`src/rtl/scs8hd_arb_pkg.sv`:
```
// Shared types and constants for the round-robin arbiter slice.
package scs8hd_arb_pkg;

  typedef enum logic [0:0] {
    ARB_IDLE  = 1'b0,
    ARB_GRANT = 1'b1
  } arb_state_t;

  localparam int DEF_N_REQ    = 4;
  localparam int DEF_MAX_HOLD = 15;

  // Ceiling log2, used to size the grant index.
  function automatic int clog2(input int value);
    int r;
    r = 0;
    while ((1 << r) < value) r++;
    return r;
  endfunction

endpackage

```
`src/rtl/scs8hd_rrarb4_if.sv`:
```
// Request/grant bundle between requesters (master) and the arbiter (slave).
interface scs8hd_rrarb4_if
  import scs8hd_arb_pkg::*;
#(
  parameter int N_REQ = DEF_N_REQ,
  parameter int ID_W  = clog2(N_REQ)
);

  logic [N_REQ-1:0] REQ;
  logic             LAST;
  logic [N_REQ-1:0] GNT;
  logic             GNT_VLD;
  logic [ID_W-1:0]  GNT_ID;
  logic             ANY_REQ;
  logic             TIMEOUT;

  modport master (
    output REQ, LAST,
    input  GNT, GNT_VLD, GNT_ID, ANY_REQ, TIMEOUT
  );

  modport slave (
    input  REQ, LAST,
    output GNT, GNT_VLD, GNT_ID, ANY_REQ, TIMEOUT
  );

endinterface

```
`src/rtl/scs8hd_rr_pick.sv`:
```
// Combinational rotating-priority picker: first set request at or after
// i_ptr, wrapping at N_REQ (not at 2**ID_W).
module scs8hd_rr_pick
  import scs8hd_arb_pkg::*;
#(
  parameter int N_REQ = DEF_N_REQ,
  parameter int ID_W  = clog2(N_REQ)
) (
  input  logic [N_REQ-1:0] i_req,
  input  logic [ID_W-1:0]  i_ptr,
  output logic [N_REQ-1:0] o_pick,
  output logic [ID_W-1:0]  o_idx,
  output logic             o_found
);

  // Scan N_REQ candidates starting at the pointer; the first hit wins.
  always_comb begin
    int j;
    j       = 0;
    o_pick  = '0;
    o_idx   = '0;
    o_found = 1'b0;
    for (int k = 0; k < N_REQ; k++) begin
      j = int'(i_ptr) + k;
      if (j >= N_REQ) j = j - N_REQ;
      if (!o_found && i_req[j[ID_W-1:0]]) begin
        o_found             = 1'b1;
        o_pick[j[ID_W-1:0]] = 1'b1;
        o_idx               = j[ID_W-1:0];
      end
    end
  end

endmodule

```
`src/rtl/scs8hd_rrarb4.sv`:
```
// Round-robin arbiter with hold-until-release grants and a watchdog that
// forces rotation after MAX_HOLD consecutive cycles (0 disables it).
module scs8hd_rrarb4
  import scs8hd_arb_pkg::*;
#(
  parameter int N_REQ    = DEF_N_REQ,
  parameter int MAX_HOLD = DEF_MAX_HOLD,
  parameter int HOLD_W   = 4,
  parameter int ID_W     = clog2(N_REQ)
) (
  input logic            CLK,
  input logic            RESET,
  scs8hd_rrarb4_if.slave arb
);

  arb_state_t        r_state;
  logic [N_REQ-1:0]  r_gnt;
  logic [ID_W-1:0]   r_gnt_id;
  logic [ID_W-1:0]   r_ptr;
  logic              r_vld;
  logic              r_timeout;
  logic [HOLD_W-1:0] r_cnt;

  logic [ID_W-1:0]   w_id_inc;
  logic [ID_W-1:0]   w_pick_ptr;
  logic [ID_W-1:0]   w_pick_idx;
  logic [N_REQ-1:0]  w_pick;
  logic              w_found;
  logic              w_rel_last;
  logic              w_rel_drop;
  logic              w_rel_wd;
  logic              w_release;
  logic              w_cnt_sat;

  // Pointer after a release: one past the grantee, wrapping at N_REQ.
  assign w_id_inc   = (r_gnt_id == ID_W'(N_REQ - 1)) ? '0 : r_gnt_id + 1'b1;
  // On release the new pointer is used in the same edge, so the releasing
  // requester naturally drops to lowest priority.
  assign w_pick_ptr = (r_state == ARB_GRANT) ? w_id_inc : r_ptr;

  assign w_rel_last = arb.LAST;
  assign w_rel_drop = ~arb.REQ[r_gnt_id];
  assign w_rel_wd   = (MAX_HOLD != 0) && (r_cnt == HOLD_W'(MAX_HOLD));
  assign w_release  = w_rel_last | w_rel_drop | w_rel_wd;
  assign w_cnt_sat  = &r_cnt;

  scs8hd_rr_pick #(
    .N_REQ (N_REQ),
    .ID_W  (ID_W)
  ) u_pick (
    .i_req   (arb.REQ),
    .i_ptr   (w_pick_ptr),
    .o_pick  (w_pick),
    .o_idx   (w_pick_idx),
    .o_found (w_found)
  );

  // Arbitration FSM with registered grant, index, hold counter and timeout.
  always_ff @(posedge CLK or posedge RESET) begin
    if (RESET) begin
      r_state   <= ARB_IDLE;
      r_gnt     <= '0;
      r_gnt_id  <= '0;
      r_ptr     <= '0;
      r_vld     <= 1'b0;
      r_timeout <= 1'b0;
      r_cnt     <= '0;
    end else begin
      r_timeout <= 1'b0;
      case (r_state)
        ARB_IDLE: begin
          if (w_found) begin
            r_state  <= ARB_GRANT;
            r_gnt    <= w_pick;
            r_gnt_id <= w_pick_idx;
            r_vld    <= 1'b1;
            r_cnt    <= HOLD_W'(1);
          end
        end
        ARB_GRANT: begin
          if (w_release) begin
            r_ptr     <= w_id_inc;
            // Only a pure watchdog release is reported as a timeout.
            r_timeout <= w_rel_wd & ~w_rel_last & ~w_rel_drop;
            if (w_found) begin
              r_gnt    <= w_pick;
              r_gnt_id <= w_pick_idx;
              r_cnt    <= HOLD_W'(1);
            end else begin
              r_state  <= ARB_IDLE;
              r_gnt    <= '0;
              r_gnt_id <= '0;
              r_vld    <= 1'b0;
              r_cnt    <= '0;
            end
          end else if (!w_cnt_sat) begin
            r_cnt <= r_cnt + 1'b1;
          end
        end
        default: r_state <= ARB_IDLE;
      endcase
    end
  end

  assign arb.GNT     = r_gnt;
  assign arb.GNT_VLD = r_vld;
  assign arb.GNT_ID  = r_gnt_id;
  assign arb.TIMEOUT = r_timeout;
  assign arb.ANY_REQ = |arb.REQ;

endmodule
```
`src/flat_wrapper.sv`:
```
// flat-port wrapper written by rule: the top's interface ports become plain ports
module scs8hd_rrarb4_flat import scs8hd_arb_pkg::*;
#(
  parameter int N_REQ    = DEF_N_REQ,
  parameter int MAX_HOLD = DEF_MAX_HOLD,
  parameter int HOLD_W   = 4,
  parameter int ID_W     = clog2(N_REQ)
)
  (CLK, RESET, arb_REQ, arb_LAST, arb_GNT, arb_GNT_VLD, arb_GNT_ID, arb_ANY_REQ, arb_TIMEOUT);
  scs8hd_rrarb4_if #(.N_REQ(N_REQ), .ID_W(ID_W)) arb_i ();
  input logic CLK;
  input logic RESET;
  input wire logic [$bits(arb_i.REQ)-1:0] arb_REQ;
  input wire logic [$bits(arb_i.LAST)-1:0] arb_LAST;
  output wire logic [$bits(arb_i.GNT)-1:0] arb_GNT;
  output wire logic [$bits(arb_i.GNT_VLD)-1:0] arb_GNT_VLD;
  output wire logic [$bits(arb_i.GNT_ID)-1:0] arb_GNT_ID;
  output wire logic [$bits(arb_i.ANY_REQ)-1:0] arb_ANY_REQ;
  output wire logic [$bits(arb_i.TIMEOUT)-1:0] arb_TIMEOUT;
  assign arb_i.REQ = arb_REQ;
  assign arb_i.LAST = arb_LAST;
  assign arb_GNT = arb_i.GNT;
  assign arb_GNT_VLD = arb_i.GNT_VLD;
  assign arb_GNT_ID = arb_i.GNT_ID;
  assign arb_ANY_REQ = arb_i.ANY_REQ;
  assign arb_TIMEOUT = arb_i.TIMEOUT;
  scs8hd_rrarb4 #(.N_REQ(N_REQ), .MAX_HOLD(MAX_HOLD), .HOLD_W(HOLD_W), .ID_W(ID_W)) u_core (.CLK(CLK), .RESET(RESET), .arb(arb_i));
endmodule
```
`config.mk`:
```
export PLATFORM = sky130hd
export DESIGN_NAME = scs8hd_rrarb4_flat
export DESIGN_NICKNAME = d
export VERILOG_FILES = /design/src/rtl/scs8hd_arb_pkg.sv /design/src/rtl/scs8hd_rrarb4_if.sv /design/src/rtl/scs8hd_rr_pick.sv /design/src/rtl/scs8hd_rrarb4.sv /design/src/flat_wrapper.sv
export SDC_FILE = /design/constraint.sdc
export NUM_CORES = 1
export LEC_CHECK = 0
export CELL_PAD_IN_SITES_DETAIL_PLACEMENT = 2
export CELL_PAD_IN_SITES_GLOBAL_PLACEMENT = 2
export CORE_ASPECT_RATIO = 1.4
export CORE_MARGIN = 8
export CORE_UTILIZATION = 35
export DETAILED_ROUTE_END_ITERATION = 12
export PLACE_DENSITY_LB_ADDON = 0.1
export SYNTH_ARGS = -nofsm -noshare
export SYNTH_HDL_FRONTEND = slang
export SYNTH_SLANG_ARGS = --single-unit
```
`constraint.sdc`:
```
create_clock -name CLK -period 3.8 [get_ports CLK]
set_input_delay 0.76 -clock CLK [delete_from_list [all_inputs] [get_ports CLK]]
set_output_delay 0.76 -clock CLK [all_outputs]
set_load 0.02 [all_outputs]
```
# Yosys cells after proc, flatten, opt, wreduce, memory -nomap -nowiden
# Cells that the tools add are included.
[op_classes] n_addsub=9 magnitude_cmp=13 eq_ne=6 muxes=58 bitwise=10 n_reduce_logical=16
[op_table] operator="4-bit 2-to-1 mux" count=10
[op_table] operator="2-bit 2-to-1 mux" count=13
[op_table] operator="1-bit 2-to-1 mux" count=21
[op_table] operator="4-bit one-hot mux with 2 select lines" count=2
[op_table] operator="2-bit by 3-bit < comparator with 1-bit output (second input constant)" count=5
[op_table] operator="4-bit bitwise OR" count=3
[op_table] operator="1-bit binary-select mux with 2-bit select" count=5
[op_table] operator="3-bit greater-or-equal comparator (second input constant)" count=3
[op_table] operator="1-bit demux with 2-bit select" count=4
[op_table] operator="2-bit by 1-bit greater-or-equal comparator with 1-bit output (second input constant)" count=4
[op_table] operator="2-bit by 1-bit subtractor with 2-bit output (second input constant)" count=4
[op_table] operator="1-bit logical AND" count=7
[op_table] operator="2-bit by 2-bit adder with 3-bit output (second input constant)" count=2
[op_table] operator="2-bit != test (second input constant)" count=3
[op_table] operator="2-bit AND reduction" count=3
[op_table] operator="4-bit by 1-bit adder with 4-bit output (second input constant)" count=1
[op_table] operator="4-bit == test (second input constant)" count=1
[op_table] operator="1-bit one-hot mux with 2 select lines" count=2
[op_table] operator="2-bit one-hot mux with 2 select lines" count=1
[op_table] operator="4-bit AND reduction" count=1
[op_table] operator="4-bit OR reduction" count=1
[op_table] operator="2-bit by 1-bit adder with 3-bit output (second input constant)" count=1
[op_table] operator="2-bit by 3-bit greater-or-equal comparator with 1-bit output (second input constant)" count=1
[op_table] operator="1-bit zero test" count=3
[op_table] operator="other kinds (7)" count=11
[word_totals] regBits=15 in_bits=7 out_inout_bits=9

# Longest topological paths before layout
[logic_depth] ltp_word=20 ltp_mapped=11 ltp_nobuf=9

# Hierarchy
# Synthesis repeated with hierarchy kept, for this count alone.
[hier_totals] hier_cells=116 hier_area_um2=1223.7
[by_module_without_submodules] mod="scs8hd_rrarb4" instances=1 cells_each=71 area_each_um2=802.0 seq_area_each_um2=375.4
[by_module_without_submodules] mod="scs8hd_rr_pick" instances=1 cells_each=45 area_each_um2=421.7 seq_area_each_um2=0.0

# Worst setup path after synthesis
# No wires, ideal clock.
[synth_path] kind="reg2reg" from="reg u_core.r_gnt_id[0], in the netlist u_core.arb.GNT_ID[0]" to="reg u_core.r_cnt[0]" arrival_ns=2.878 required_time_ns=3.676 slack_ns=0.798 stages_incl_launch_ff=12 period_less_slack_ns=3.002 path_cell_list="dfrtp_1 ha_1 mux2i_4 ha_1 clkbuf_1 nor3_1 o21ai_0 a31oi_1 o211ai_2 and2_1 buf_6 a211o_1"
[synth_between] elab_chain_cells=20 word_cells_on_any_way=48
[synth_lines] item="from (decl)" line="scs8hd_rrarb4.sv:18" text="logic [ID_W-1:0] r_gnt_id;"
[synth_lines] item="from (signal assigned)" line="scs8hd_rrarb4.sv:75" text="r_gnt_id <= w_pick_idx;"
[synth_lines] item="from (signal assigned)" line="scs8hd_rrarb4.sv:87" text="r_gnt_id <= w_pick_idx;"
[synth_lines] item="2-bit by 1-bit adder with 2-bit output or 2-bit == test (tied branches)" line="scs8hd_rrarb4.sv:36" text="assign w_id_inc = (r_gnt_id == ID_W'(N_REQ - 1)) ? '0 : r_gnt_id + 1'b1;"
[synth_lines] item="2-bit 2-to-1 mux *" line="scs8hd_rrarb4.sv:36"
[synth_lines] item="via u_core.w_id_inc[1]" line="scs8hd_rrarb4.sv:24" text="logic [ID_W-1:0] w_id_inc;"
[synth_lines] item="2-bit 2-to-1 mux *" line="scs8hd_rrarb4.sv:39" text="assign w_pick_ptr = (r_state == ARB_GRANT) ? w_id_inc : r_ptr;"
[synth_lines] item="parallel branches: the longest is 13 deep, another holds 2-bit by 1-bit adder with 3-bit output"
[synth_lines] item="1-bit 2-to-1 mux *" line="scs8hd_rr_pick.sv:26" text="if (!o_found && i_req[j[ID_W-1:0]]) begin"
[synth_lines] item="1-bit 2-to-1 mux" line="scs8hd_rrarb4.sv:85" text="if (w_found) begin"
[synth_lines] item="4-bit 2-to-1 mux" line="scs8hd_rrarb4.sv:81" text="if (w_release) begin"
[synth_lines] item="4-bit one-hot mux with 2 select lines" line="scs8hd_rrarb4.sv:70" text="case (r_state)"
[synth_lines] item="to (signal assigned)" line="scs8hd_rrarb4.sv:97" text="r_cnt <= r_cnt + 1'b1;"
[synth_lines] item="to (decl)" line="scs8hd_rrarb4.sv:22" text="logic [HOLD_W-1:0] r_cnt;"
# Mark *: on every way through the listed nets, which the timed path passes. The select of a mux whose other input is x is not followed.
# A chain may end at the register's enable or synchronous reset.

# Worst setup path in the final report
[layout_path] from="reg u_core.r_state" to="reg u_core.r_gnt[1], in the netlist u_core.arb.GNT[1]"
[layout_between] elab_chain_cells=18 word_cells_on_any_way=69
[layout_lines] item="from (decl)" line="scs8hd_rrarb4.sv:16" text="arb_state_t r_state;"
[layout_lines] item="from (signal assigned)" line="scs8hd_rrarb4.sv:61" text="r_state <= ARB_IDLE;"
[layout_lines] item="from (signal assigned)" line="scs8hd_rrarb4.sv:73" text="r_state <= ARB_GRANT;"
[layout_lines] item="from (signal assigned)" line="scs8hd_rrarb4.sv:90" text="r_state <= ARB_IDLE;"
[layout_lines] item="parallel branches: the longest is 18 deep, another holds 2-bit by 1-bit adder with 3-bit output"
[layout_lines] item="to (signal assigned)" line="scs8hd_rrarb4.sv:74" text="r_gnt <= w_pick;"
[layout_lines] item="to (signal assigned)" line="scs8hd_rrarb4.sv:86" text="r_gnt <= w_pick;"
[layout_lines] item="to (decl)" line="scs8hd_rrarb4.sv:17" text="logic [N_REQ-1:0] r_gnt;"
# Several ways; the timed one is not identified. The select of a mux whose other input is x is not followed.

==> results.ini <==
[synthesis]
synth_top_area_share_pct=27.5
yosysTopAreaCell=dfrtp_1
synth_area_leaders=dfrtp_1 (27%), ha_1 (5.5%), a22o_1 (4.5%)
syn-cell-area_mm2=0.00137
seq_area_frac_synth_pct=27.5
synth_ff_type=dfrtp_1
synthArstFlopShare_pct=100
syn_area_per_cell_um2=9.29
synth_cell_type_count=55
yosys_warnings=0
ys_ff_latch=15
synthesis.nets=160
syn_inst=147
synth-edff-count=0

[floorplan]
coreArea_mm2=0.00385
start_util_pct=35.4
rows=27
fp.dieW_um=68.8
ios=16
die_h_um=89.9
fp.dieArea_mm2=0.00618

[drt]
wl_per_cell_um=21.4
vias=1277
drt_iter0_drc=46
drc=0
wirelength_um=4360
postRouteAntennaNets=0
dr.pass1.iters=4
viasPerCell=6.26

[critical_path]
timing.rr.start=u_core.r_state$_DFF_PP0_
arrival_ns=3.40
cp-end-kind=flip-flop
crit-reg2reg-capture=u_core.arb.GNT[1]$_DFFE_PP0P_
startpoint_type=flip-flop
critPathKind=flip-flop to flip-flop
path_max_fanout=14
rr_worst_depth=9
r2r_slack_ns=0.53
cp_data_required_time_ns=3.94

[min_path]
hold_class=flip-flop to flip-flop
holdPathStages=1
hp-start=u_core.arb.GNT[2]$_DFFE_PP0P_
hold_path_end=u_core.arb.GNT[2]$_DFFE_PP0P_

[sta]
drv_slew=0
finalHoldViolCount=0
worst_slew_pin_slew_ns=0.558
slew_headroom_pct=62.8
tns_ns=0
min_period_over_period_pct=86.0
fmax_mhz=306
rsz0062_at_grt=no
skew_ns=0.00499
min_period_ns=3.27
setup_viol=0

[cts]
cts_tree=done
cts_sinks=15
post_cts_buffers=0
cts_max_path_buffers=2
clk_latency_ns=0.25
cts_root_buf=clkbuf_8
clkTransAtPathRegs_ns=0.06
ctsResizeCount=0
htreeDepth=1
cts_buffers=3
cts_hold_buf=0

[place]
dp_hpwl_um=3520
place_congestion=0.805
port-buffer-count=15

[layout]
diodes=0
syn_to_final_growth_pct=16.3
fillers=443
final_nets=175
multiInputGateArea_um2=916
layout-drive-gt1-share_pct=16.8
seqCellArea_um2=375

[global_routing]
grt_pass1_vias=1458
grt_overflow=0
grt_antenna_before_repair=0
grt_pass1_wl_um=7360
grt_max_degree=16
grtUsageTotal_pct=15.2

[run_status]
status=finished clean

[job]
drv_cap=0

[worst max path at each step]
stage,startpoint,to,slack [ns],depth (start not counted)
after global routing,u_core.r_state$_DFF_PP0_,u_core.arb.GNT_ID[1]$_DFFE_PP0P_,0.33,9
after CTS,u_core.r_state$_DFF_PP0_,u_core.arb.GNT[1]$_DFFE_PP0P_,0.52,9
after global placement,u_core.r_state$_DFF_PP0_,u_core.arb.GNT[1]$_DFFE_PP0P_,0.64,9
final,u_core.r_state$_DFF_PP0_,u_core.arb.GNT[1]$_DFFE_PP0P_,0.53,9
after floorplan,u_core.arb.GNT_ID[0]$_DFFE_PP0P_,u_core.r_cnt[0]$_DFFE_PP0P_,0.80,11
after detailed placement,u_core.r_state$_DFF_PP0_,u_core.arb.GNT[1]$_DFFE_PP0P_,0.54,9
[cells in the final DEF (no fill, tap or decap), types with 2 or more instances in the layout]
| cell | Yosys | routed |
|---|---|---|
| a21oi_1 | 4 | 4 |
| a22o_1 | 7 | 7 |
| a22oi_1 | 3 | 3 |
| a41oi_1 | 2 | 2 |
| and3_1 | 4 | 4 |
| buf_4 | 0 | 2 |
| clkbuf_8 | 0 | 3 |
| clkdlybuf4s50_1 | 0 | 15 |
| dfrtp_1 | 15 | 15 |
| ha_1 | 6 | 6 |
| inv_1 | 6 | 6 |
| mux2_2 | 4 | 4 |
| mux2i_1 | 5 | 5 |
| mux2i_2 | 2 | 2 |
| nand2_1 | 6 | 6 |
| nand3_1 | 3 | 3 |
| nor2_1 | 9 | 9 |
| nor2b_1 | 7 | 7 |
| nor3_1 | 3 | 3 |
| nor3b_1 | 2 | 2 |
| o211ai_1 | 2 | 2 |
| o21ai_0 | 10 | 10 |
| o21ai_1 | 2 | 2 |
| o221a_2 | 2 | 2 |
| o22ai_1 | 3 | 3 |
| or3_1 | 3 | 3 |
[kinds of logic after synthesis]
logic type | synth area share (%)
and+or+nand+nor | 20.5
DFF | 27.5
buffers and inverters | 5.41
muxes | 12.3
AOI/OAI and AO/OA | 28.8
adders and majority gates | 5.50
[critical path: stages, from the launching register on]
cell and delay (ns):
dfrtp_1 0.64, nand2b_2 0.32, nand2_4 0.15, ha_1 0.57
mux2_2 0.42, or3_1 0.38, and3_1 0.21, mux2i_1 0.12
o311ai_1 0.12, a22o_1 0.21
[routing by layer]
metal	vias to the layer above	global-route usage [%]	routed length (um)
met5	-	0	0
met4	0	9.24	180
met3	12	1.24	99
met2	23	28.1	2420
met1	652	15.0	1660
li1	590	-	-
[flip-flops by register name, summed over array words and instances (netlist names)]
name	cells
u_core.arb.GNT_ID	2
u_core.arb.TIMEOUT	1
u_core.r_state	1
u_core.r_cnt	4
u_core.arb.GNT	4
u_core.r_ptr	2
u_core.arb.GNT_VLD	1
[synth_stat cells, drive strengths merged (4+ instances only)]
cell    count
dfrtp      15
clkbuf      5
o22ai       4
and3        4
mux2i       8
ha          6
nor2        9
a21oi       5
o21ai      12
inv         8
nor2b       7
nand2       7
a22o        7
mux2        4
[metrics by stage]
| step | worst slack, ns | instances | hold slack (ns) | util, % | instance area, um2 |
|---|---|---|---|---|---|
| 6_report | 0.534 | 204 | 0.516 | 41.2 | 1590 |
| 5_1_grt | 0.330 | 204 | 0.550 | 41.2 | 1590 |
| 4_1_cts | 0.521 | 204 | 0.522 | 41.2 | 1590 |
| 3_5_place_dp | 0.544 | 200 | 0.509 | 40.1 | 1540 |
| 3_3_place_gp | 0.643 | 200 | 0.498 | 40.1 | 1540 |
| 2_1_floorplan | 0.798 | 147 | 0.484 | - | 1370 |
[final cells by class]
cell class	count	area share, %
clock buffer	4	2.84
timing repair buffer	17	10.4
inverter	8	2.05
tap	43	3.39
sequential	15	23.6
multi-input combinational	117	57.7
Power is left out: the tool's default activity adds up to more than one toggle a clock period on the data nets, which glitch-free logic cannot reach.
